### src/rtl/wb_pkg.sv
// Writeback arbiter shared types.
// Request bundle carried from producers to the regfile port.
package wb_pkg;
  localparam int XLEN = 32;
  localparam int REG_AW = 5;

  typedef struct packed {
    logic [REG_AW-1:0] rd;
    logic [XLEN-1:0]   data;
  } wb_req_t;
endpackage

### src/rtl/wb_fifo.sv
// Small writeback result FIFO.
// Full/empty derive from a count; pointers wrap naturally.
module wb_fifo
  import wb_pkg::*;
#(
  parameter int DEPTH = 2
) (
  input  logic    i_clk,
  input  logic    i_reset,
  input  logic    i_push,
  input  wb_req_t i_din,
  input  logic    i_pop,
  output wb_req_t o_dout,
  output logic    o_full,
  output logic    o_empty
);
  localparam int PW = $clog2(DEPTH);
  localparam int CW = $clog2(DEPTH + 1);

  wb_req_t         mem [DEPTH];
  logic [PW-1:0]   wr_ptr;
  logic [PW-1:0]   rd_ptr;
  logic [CW-1:0]   count;

  assign o_full  = (count == CW'(DEPTH));
  assign o_empty = (count == '0);
  assign o_dout  = mem[rd_ptr];

  // Storage array; contents need no reset.
  always_ff @(posedge i_clk) begin
    if (i_push) mem[wr_ptr] <= i_din;
  end

  // Pointer and occupancy tracking.
  always_ff @(posedge i_clk or posedge i_reset) begin
    if (i_reset) begin
      wr_ptr <= '0;
      rd_ptr <= '0;
      count  <= '0;
    end else begin
      if (i_push) wr_ptr <= wr_ptr + 1'b1;
      if (i_pop)  rd_ptr <= rd_ptr + 1'b1;
      unique case ({i_push, i_pop})
        2'b10:   count <= count + 1'b1;
        2'b01:   count <= count - 1'b1;
        default: count <= count;
      endcase
    end
  end
endmodule

### src/rtl/wb_arbiter.sv
// Writeback arbiter owning the register file write port.
// ALU/LSU results are buffered, arbitrated, and registered out.
module wb_arbiter
  import wb_pkg::*;
#(
  parameter int DEPTH      = 2,
  parameter int STARVE_MAX = 2
) (
  input  logic        i_clk,
  input  logic        i_reset,
  input  logic        i_alu_valid,
  output logic        o_alu_ready,
  input  logic [4:0]  i_alu_rd,
  input  logic [31:0] i_alu_data,
  input  logic        i_lsu_valid,
  output logic        o_lsu_ready,
  input  logic [4:0]  i_lsu_rd,
  input  logic [31:0] i_lsu_data,
  output logic        o_rd_wren,
  output logic [4:0]  o_rd_addr,
  output logic [31:0] o_rd_data,
  output logic        o_busy
);
  localparam int SW = $clog2(STARVE_MAX + 1);

  logic    alu_full, alu_empty, lsu_full, lsu_empty;
  logic    alu_push, lsu_push;
  logic    grant_alu, grant_lsu;
  wb_req_t alu_head, lsu_head, win;
  logic [SW-1:0] starve_cnt;

  assign o_alu_ready = !alu_full && !i_reset;
  assign o_lsu_ready = !lsu_full && !i_reset;

  // Writes to x0 complete the handshake but are dropped.
  assign alu_push = i_alu_valid && o_alu_ready && (i_alu_rd != '0);
  assign lsu_push = i_lsu_valid && o_lsu_ready && (i_lsu_rd != '0);

  wb_fifo #(.DEPTH(DEPTH)) u_alu_fifo (
    .i_clk   (i_clk),
    .i_reset (i_reset),
    .i_push  (alu_push),
    .i_din   ('{rd: i_alu_rd, data: i_alu_data}),
    .i_pop   (grant_alu),
    .o_dout  (alu_head),
    .o_full  (alu_full),
    .o_empty (alu_empty)
  );

  wb_fifo #(.DEPTH(DEPTH)) u_lsu_fifo (
    .i_clk   (i_clk),
    .i_reset (i_reset),
    .i_push  (lsu_push),
    .i_din   ('{rd: i_lsu_rd, data: i_lsu_data}),
    .i_pop   (grant_lsu),
    .o_dout  (lsu_head),
    .o_full  (lsu_full),
    .o_empty (lsu_empty)
  );

  // LSU-favoured grant with a bounded starvation window for ALU.
  always_comb begin
    grant_alu = 1'b0;
    grant_lsu = 1'b0;
    win       = lsu_head;
    if (!alu_empty &&
        (lsu_empty || starve_cnt == SW'(STARVE_MAX))) begin
      grant_alu = 1'b1;
      win       = alu_head;
    end else if (!lsu_empty) begin
      grant_lsu = 1'b1;
    end
  end

  // Count LSU wins while ALU waits.
  always_ff @(posedge i_clk or posedge i_reset) begin
    if (i_reset) begin
      starve_cnt <= '0;
    end else if (alu_empty || grant_alu) begin
      starve_cnt <= '0;
    end else if (grant_lsu) begin
      starve_cnt <= starve_cnt + 1'b1;
    end
  end

  // Registered regfile write; addr/data hold when idle.
  always_ff @(posedge i_clk or posedge i_reset) begin
    if (i_reset) begin
      o_rd_wren <= 1'b0;
      o_rd_addr <= '0;
      o_rd_data <= '0;
    end else begin
      o_rd_wren <= grant_alu || grant_lsu;
      if (grant_alu || grant_lsu) begin
        o_rd_addr <= win.rd;
        o_rd_data <= win.data;
      end
    end
  end

  assign o_busy = !alu_empty || !lsu_empty || o_rd_wren;
endmodule

### config.mk
export PLATFORM = sky130hd
export DESIGN_NAME = wb_arbiter
export DESIGN_NICKNAME = d
export VERILOG_FILES = /design/src/rtl/wb_pkg.sv /design/src/rtl/wb_fifo.sv /design/src/rtl/wb_arbiter.sv
export SDC_FILE = /design/constraint.sdc
export NUM_CORES = 1
export LEC_CHECK = 0
export CAP_MARGIN = 0
export CORE_ASPECT_RATIO = 1.75
export CORE_MARGIN = 2
export CORE_UTILIZATION = 45
export DETAILED_ROUTE_END_ITERATION = 6
export GPL_TIMING_DRIVEN = 0
export PLACE_DENSITY = 0.71
export SYNTH_ARGS = -nofsm -noshare
export SYNTH_HDL_FRONTEND = slang
export SYNTH_HIERARCHICAL = 1
export SYNTH_SLANG_ARGS = --single-unit
### constraint.sdc
create_clock -name i_clk -period 2.6 [get_ports i_clk]
set_input_delay 0.52 -clock i_clk [delete_from_list [all_inputs] [get_ports i_clk]]
set_output_delay 0.52 -clock i_clk [all_outputs]
set_load 0.1 [all_outputs]
* Word-level counts from Yosys, hierarchy flattened
Memories as Yosys holds them, arrays and structs flattened.
Cells that the tools add are included.
** Storage, ports and cells
- Register bits :: 48
- Memory bits (writable) :: 148
- Input bits :: 78
- Output and inout port bits :: 41
- Memories kept :: 2
** Operators by class
- $add $sub $neg :: 9
- Equal/unequal tests :: 7
- Muxes and demuxes :: 12
- Reductions and logical operators :: 24
** Memories
- u_alu_fifo.mem :: words 2, bits a word 37, rd ports 1, clocked after memory_dff 0, write ports 1, RTL line wb_fifo.sv:20 : wb_req_t mem [DEPTH];
- u_lsu_fifo.mem :: words 2, bits a word 37, rd ports 1, clocked after memory_dff 0, write ports 1, RTL line wb_fifo.sv:20
** Operators with widths (number)
- 37-bit 2-to-1 mux :: 1
- 2-bit equality test, second input constant :: 5
- 5-bit nonzero test :: 2
- 2-bit one-hot mux with 2 select lines :: 2
- 1-bit logical AND :: 7
- 1-bit 2-to-1 mux :: 7
- 2-bit by 1-bit adder with 2-bit output, second input constant :: 3
- 2-bit nonzero test :: 3
- 1-bit logical NOT :: 5
- 1-bit logical OR :: 5
- 1-bit adder, second input constant :: 4
- 2-bit by 1-bit equality test with 1-bit output, second input constant :: 2
- 2-bit logical NOT :: 2
- 2-bit 2-to-1 mux :: 2
- 2-bit by 1-bit subtractor with 2-bit output, second input constant :: 2

* Longest topological paths before layout
Gate-level depths: netlist of the first run.
- Word-level depth :: 7
- Depth in mapped cells :: 10

* Cells and area by module
Netlist of the first run, hierarchy kept.
** By module, submodules not included
- wb_fifo :: instances 2, cells an instance 132, area each 2940.3 sq um, sequential area each 2322.2 sq um
- wb_arbiter :: instances 1, cells an instance 139, area each 2293.4 sq um, sequential area each 1001.0 sq um

* Worst setup path after synthesis of the first run
OpenSTA, ideal clock, no wires.
- Path type :: input port to flip-flop
- From :: input i_reset
- To :: memory u_alu_fifo/mem[0][0] in the netlist's numbering (enable)
- Setup time :: 0.431 ns
- Arrival :: 3.791 ns
- Data required time :: 2.169 ns
- Path slack :: -1.623 ns
- Cell stages on the path :: 4
- Buffers on the path :: 0
- Cells stage by stage :: nor2_1 -> o211a_1 -> inv_1 -> nor2_1
** Between the ends
- Cells in the longest elaborated chain, start to end :: 6
** Ends and longest elaborated chain
- start, declared :: RTL line wb_arbiter.sv:10 : input logic i_reset,
- 1-bit logical NOT (no line)
- 1-bit logical AND :: RTL line wb_arbiter.sv:32 : assign o_alu_ready = !alu_full && !i_reset;
- 1-bit logical AND (2 in series) :: RTL line wb_arbiter.sv:36 : assign alu_push = i_alu_valid && o_alu_ready && (i_alu_rd != '0);
- net alu_push :: RTL line wb_arbiter.sv:27 : logic alu_push, lsu_push;
- 1-bit 2-to-1 mux :: RTL line wb_fifo.sv:31 : if (i_push) mem[wr_ptr] <= i_din;
- 1-bit 2-to-1 mux (implied by the code) :: RTL line wb_fifo.sv:31
- end, declared :: RTL line wb_fifo.sv:20
The timed path passes the listed nets, and every way through them passes these cells.

* Final worst setup path of the first run
- From :: register u_lsu_fifo.count[0]
- To :: output o_busy
** Between the ends
- Cells in the longest elaborated chain, start to end :: 4
** Ends and longest elaborated chain
- start, declared :: RTL line wb_fifo.sv:23 : logic [CW-1:0] count;
- start signal, assigned :: RTL line wb_fifo.sv:44 : 2'b10: count <= count + 1'b1;
- start signal, assigned :: RTL line wb_fifo.sv:45 : 2'b01: count <= count - 1'b1;
- start signal, assigned :: RTL line wb_fifo.sv:46 : default: count <= count;
- 2-bit logical NOT :: RTL line wb_fifo.sv:26 : assign o_empty = (count == '0);
- net lsu_empty :: RTL line wb_arbiter.sv:26 : logic alu_full, alu_empty, lsu_full, lsu_empty;
- 1-bit logical NOT :: RTL line wb_arbiter.sv:101 : assign o_busy = !alu_empty || !lsu_empty || o_rd_wren;
- 1-bit logical OR (2 in series) :: RTL line wb_arbiter.sv:101
- end, declared :: RTL line wb_arbiter.sv:22 : output logic o_busy
The timed path passes the listed nets, and every way through them passes these cells.

==> flow_metrics.env, run 1 <==
export IMPL_clockRootBuffer="clkbuf_16"
export IMPL_worst_hold_startpoint="starve_cnt[0]$_DFFE_PP0P_"
export IMPL_grt_setup_unrepaired="false"
export IMPL_grt_max_degree=38
export IMPL_yosysWarnings=6
export IMPL_min_path_cells=1
export IMPL_synth_area_um2=8170
export IMPL_via_per_inst=5.02
export IMPL_placed_area_um2=9700
export IMPL_start_util=0.457
export IMPL_period_minus_slack_ps=2510
export IMPL_min_to="starve_cnt[0]$_DFFE_PP0P_"
export IMPL_die_x_um=106
export IMPL_critical_path_most_common_cell="buf_6"
export IMPL_ios=119
export IMPL_reg2regPathDepth=5
export IMPL_cp_end_kind="primary output"
export IMPL_cts_sinks=196
export IMPL_drv_cap=0
export IMPL_cts_tree="yes"
export IMPL_path_clk_slew_ps=70
export IMPL_stdcell_area_um2=10300
export IMPL_coreArea_um2=17900
export IMPL_cpPeakStageDelay_ps=430
export IMPL_synth_area_top_cells="edfxtp_1, mux2_4, dfrtp_1"
export IMPL_fin_skew_ps=6.72
export IMPL_postRouteAntennaNets=0
export IMPL_max_vdd_ir_drop_mv=0.742
export IMPL_worst_pin_slew_ps=1160
export IMPL_grt_antenna_before_repair=1
export IMPL_cpMaxStageDelayCell="dfrtp_1"
export IMPL_ys_seq_area_frac=0.691
export IMPL_area_growth_pct=25.7
export IMPL_pre_cts_ws_ps=-435
export IMPL_slew_headroom=0.224
export IMPL_r2r_start="u_lsu_fifo/count[1]$_DFFE_PP0P_"
export IMPL_wirelength_mm=16.2
export IMPL_drv_slew=0
export IMPL_drive_above_1_share=0.374
export IMPL_power_density_nw_per_um2=1360
export IMPL_fmax_mhz=399
export IMPL_crit_type="flop to primary output"
export IMPL_hold_buffers=0
export IMPL_period_share=0.964
export IMPL_yosysUniqueCellTypes=21
export IMPL_port_buffers=118
export IMPL_routedWlPerCell_um=20.4
export IMPL_die_height_um=182
export IMPL_place_inst=756
export IMPL_ys_ff_latch=196
export IMPL_finalSetupViolCount=0
export IMPL_crit_fanout=10
export IMPL_arrival_ps=1990
export IMPL_num_rows=65
export IMPL_start_kind="flop"
export IMPL_post_cts_buffers=0
export IMPL_grt_pass1_vias=4435
export IMPL_grt_use_total=0.174
export IMPL_die_area_um2=19300
export IMPL_p_total_mw=14.0
export IMPL_synth_nets=484
export IMPL_grt_first_pass_wirelength_mm=24.6
export IMPL_dpl_hpwl_mm=10.4
export IMPL_rr_endpoint="u_lsu_fifo/mem[0][21]$_DFFE_PP_"
export IMPL_stdcell_count=791
export IMPL_synth_largest_area_cell="edfxtp_1"
export IMPL_drc=0
export IMPL_synth_cells=403
export IMPL_power_leakage_nw=3.94
export IMPL_status="complete, no violations"
export IMPL_synth_area_per_cell_um2=20.3
export IMPL_drt_pass1_iter_count=4
export IMPL_rrSetupSlack_ps=340
export IMPL_drt_iter0_markers=153
export IMPL_clkLatencyLatePin_ps=420
export IMPL_hold_viol=0
export IMPL_cts_buffers=17
export IMPL_layout_nets=624
export IMPL_path_cells="nor2_1 -> buf_6 -> buf_6 -> nand2_1 -> or2_2 -> clkbuf_4"
export IMPL_min_path_type="flop to flop"
export IMPL_place_congestion=0.716
export IMPL_fin_ws_ps=94.2
export IMPL_htree_levels=4
export IMPL_overflow=0
export IMPL_cp_data_required_time_ps=2080
export IMPL_cts_path_max_buffers=2
export IMPL_synth_top_cell_area_share=0.544
export IMPL_num_vias=3969
## state kept, by name, indices dropped and copies added (netlist names)
name / cells
u_alu_fifo/wr_ptr: 1
o_rd_addr: 5
u_alu_fifo/mem: 74
o_rd_data: 32
u_lsu_fifo/mem: 74
starve_cnt: 2
u_lsu_fifo/count: 2
u_alu_fifo/count: 2
o_rd_wren: 1
u_lsu_fifo/wr_ptr: 1
u_lsu_fifo/rd_ptr: 1
u_alu_fifo/rd_ptr: 1
## cells by family after synthesis
logic type	synth area share
compound gates	0.00475
mux	0.253
buf+inv	0.0246
flops	0.691
fa+ha+maj	0.00459
xor+xnor	0.0107
simple gates	0.0121
## cell usage after synthesis
library cell / n
edfxtp_1: 148
mux2_4: 106
dfrtp_1: 48
mux2_2: 42
buf_6: 12
nor2_1: 8
inv_1: 7
xor2_1: 6
xnor2_1: 4
ha_1: 3
nor2b_1: 3
and2_1: 2
buf_2: 2
buf_4: 2
nor4_1: 2
o211a_1: 2
or4_1: 2
buf_8: 1
nand2_1: 1
o21bai_4: 1
or2_2: 1
## what timing repair did
item | in CTS | in global routing
endpoints found under the setup margin | 3 | 75
pin swaps | 0 | 2
gates cloned | 0 | 2
gates resized for setup | 11 | 2
## per-layer routing
layer	track usage	vias to the layer above	part of all wire	routed length, um
li1	-	1803	-	-
met1	0.188	2060	0.38	6070
met2	0.329	87	0.57	9270
met3	0.0346	19	0.030	489
met4	0.0663	0	0.021	340
met5	0	-	0	0
## through the flow
stage	hold slack, ps	TNS, ps	utilization
finish	433	0	0.574
global route	466	0	0.574
CTS	438	0	0.573
detailed placement	429	-49900	0.542
global placement	421	-50860	0.541
floorplan	286	0	-
## layout make-up
type,instances,area [um^2]
Clock buffer,18,429
Sequential cell,196,5650
Clock inverter,14,129
Fill cell,1407,7610
Inverter,7,26.3
Buffer,17,175
Antenna cell,1,2.50
Multi-Input combinational cell,185,2380
Tap cell,234,293
Timing Repair Buffer,119,1200
## power by group
group          switching (mW)  total [mW]  internal [mW]
combinational            4.08        7.05           2.97
clock                    1.14        2.47           1.33
sequential              0.340        4.45           4.11
## cells in the final DEF (no fill, tap or decap), types with 2 or more instances in the layout
cell type        Yosys  layout
and2_2               0       2
buf_2                2       2
buf_4                2       2
buf_6               12      12
clkbuf_16            0      17
clkdlybuf4s15_2      0       2
clkdlybuf4s50_1      0     115
clkinv_1             0       3
clkinv_4             0       3
clkinvlp_4           0       2
dfrtp_1             48      48
edfxtp_1           148     148
ha_1                 3       3
inv_1                7       6
inv_6                0       4
mux2_2              42      42
mux2_4             106     106
nor2_1               8       4
nor2_4               0       5
nor2b_1              3       3
nor4_1               2       2
o211a_1              2       2
or4_1                2       2
xnor2_1              4       4
xor2_1               6       6
## critical path: cells and delay by family (launching register included)
kind,cells,cell delay [ps]
buffers and inverters,3,590
and+or+nand+nor,3,540
DFF,1,430
## worst max path at each step
stage / from / endpoint / slack, ps / cells past startpoint
6_report: u_lsu_fifo/count[0]$_DFFE_PP0P_ / o_busy / 90 / 6
5_1_grt: i_reset / u_lsu_fifo/mem[0][21]$_DFFE_PP_ / 2 / 5
4_1_cts: i_reset / u_alu_fifo/mem[0][17]$_DFFE_PP_ / 10 / 5
3_5_place_dp: i_reset / u_alu_fifo/mem[0][9]$_DFFE_PP_ / -440 / 5
3_3_place_gp: i_reset / u_alu_fifo/mem[0][9]$_DFFE_PP_ / -350 / 5
2_1_floorplan: u_alu_fifo/count[1]$_DFFE_PP0P_ / u_alu_fifo/mem[0][0]$_DFFE_PP_ / 260 / 5
Note: power is estimated with default switching activity, not from simulation.
==> run 2, diff against run 1 <==
- PLACE_DENSITY: 0.71 -> 0.68
- clock period: 2.6 -> 3.1 ns (I/O delays scaled with it)
==> flow_metrics.env, run 2 (same netlist as run 1, synthesis figures left out) <==
export IMPL_tns_ps=0
export IMPL_drt_iter0_markers=200
export IMPL_arrival_ps=2330
export IMPL_start_util=0.457
export IMPL_place_congestion=0.730
export IMPL_path_cells="nor2_1 -> buf_6 -> buf_6 -> nand2_1 -> or2_2 -> dlygate4sd2_1"
export IMPL_grt_antenna_before_repair=0
export IMPL_period_share=0.950
export IMPL_drv_slew=0
export IMPL_power_density_nw_per_um2=1140
export IMPL_drc=0
export IMPL_grt_setup_unrepaired="false"
export IMPL_placed_area_um2=9730
export IMPL_start_kind="flop"
export IMPL_crit_fanout=10
export IMPL_largestRegisters="u_alu_fifo/mem x74, u_lsu_fifo/mem x74, o_rd_data x32"
export IMPL_grt_max_degree=38
export IMPL_die_area_um2=19300
export IMPL_cp_num_buf_inv=3
export IMPL_cpPeakStageDelay_ps=590
export IMPL_num_rows=65
export IMPL_die_x_um=106
export IMPL_period_minus_slack_ps=2950
export IMPL_port_buffers=118
export IMPL_final_common_cell="edfxtp_1"
export IMPL_cts_tree="yes"
export IMPL_fin_util=0.577
export IMPL_stdcell_area_um2=10300
export IMPL_grt_pass1_vias=4397
export IMPL_drv_cap=0
export IMPL_coreArea_um2=17900
export IMPL_worst_pin_slew_ps=1310
export IMPL_path_clk_slew_ps=70
export IMPL_critical_path_most_common_cell="buf_6"
export IMPL_overflow=0
export IMPL_postRouteAntennaNets=0
export IMPL_crit_type="flop to primary output"
export IMPL_wirelength_mm=16.2
export IMPL_cp_top_family="buffers and inverters"
export IMPL_slew_headroom=0.122
export IMPL_num_vias=3972
export IMPL_cp_data_required_time_ps=2480
export IMPL_final_cell_mix="edfxtp_1, clkdlybuf4s50_1, mux2_4"
export IMPL_insertedDiodeCount=0
export IMPL_max_vdd_ir_drop_mv=0.735
export IMPL_drt_pass1_iter_count=4
export IMPL_power_leakage_nw=3.98
export IMPL_min_path_type="flop to flop"
export IMPL_cp_end_kind="primary output"
export IMPL_via_per_inst=5.02
export IMPL_area_growth_pct=26.4
export IMPL_routedWlPerCell_um=20.5
export IMPL_finalSetupViolCount=0
export IMPL_clockRootBuffer="clkbuf_16"
export IMPL_clkLatencyLatePin_ps=430
export IMPL_die_height_um=182
export IMPL_fin_skew_ps=11.0
export IMPL_layout_nets=625
export IMPL_fmax_mhz=340
export IMPL_hold_viol=0
export IMPL_cts_path_max_buffers=2
export IMPL_cts_sinks=196
export IMPL_ios=119
export IMPL_cpMaxStageDelayCell="dlygate4sd2_1"
export IMPL_holdWs_ps=430
export IMPL_dpl_hpwl_mm=10.9
export IMPL_fill_cells=1411
export IMPL_grt_use_total=0.174
export IMPL_htree_levels=4
export IMPL_cts_buffers=17
export IMPL_status="complete, no violations"
export IMPL_drive_above_1_share=0.372
export IMPL_grt_first_pass_wirelength_mm=24.4
## run 2: stage by stage
step	worst slack [ps]	cells	total power, mW
after floorplan	27.6	403	8.43
after global placement	-582	755	9.62
after detailed placement	-96.0	758	9.76
after CTS	108	790	11.9
after global routing	42.4	791	12.3
final	155	791	11.8
## run 2: power breakdown
group          leakage, nW  switching, mW  internal [mW]
Sequential            1.91          0.275           3.44
Combinational         1.79           3.42           2.51
Clock                0.277          0.958           1.20
## run 2: worst reg2reg max path, cell delays in order (launching register included)
cell,delay [ps]
dfrtp_1,400
nor2b_1,150
nor2_2,130
o211a_1,240
inv_1,110
nor2_4,980
## run 2: layer usage
metal / vias to the layer above / wire [um] / GRT usage
li1: 1808 / - / -
met1: 2065 / 5970 / 0.178
met2: 84 / 9530 / 0.347
met3: 15 / 471 / 0.0271
met4: 0 / 226 / 0.0616
met5: - / 0 / 0
## run 2: repair_timing
item	4_1_cts	5_1_grt
hold buffers	0	0
endpoints found under the hold margin	0	0
buffers inserted	0	0
gates resized for setup	3	0
endpoints found under the setup margin	3	0
## run 2: path summary, 6_finish.rpt
kind / start / end / slack (ps) / depth (start not counted)
max: u_lsu_fifo/count[0]$_DFFE_PP0P_ / o_busy / 150 / 6
max reg2reg: u_alu_fifo/count[1]$_DFFE_PP0P_ / u_alu_fifo/mem[0][11]$_DFFE_PP_ / 670 / 5
max in group asynchronous: i_reset / o_rd_data[11]$_DFFE_PP0P_ / 1860 / 3
min in group asynchronous: i_reset / u_lsu_fifo/wr_ptr$_DFFE_PP0P_ / 560 / 2
min reg2reg: starve_cnt[0]$_DFFE_PP0P_ / starve_cnt[0]$_DFFE_PP0P_ / 430 / 1
min: starve_cnt[0]$_DFFE_PP0P_ / starve_cnt[0]$_DFFE_PP0P_ / 430 / 1
## run 2: layout make-up
cell class / count / area [um^2] / area share
tap: 234 / 293 / 0.0283
buffer: 17 / 175 / 0.0170
clock inverter: 13 / 145 / 0.0140
sequential: 196 / 5650 / 0.546
multi-input combinational: 183 / 2350 / 0.227
inverter: 7 / 26.3 / 0.00254
timing repair buffer: 122 / 1260 / 0.122
clock buffer: 19 / 433 / 0.0419
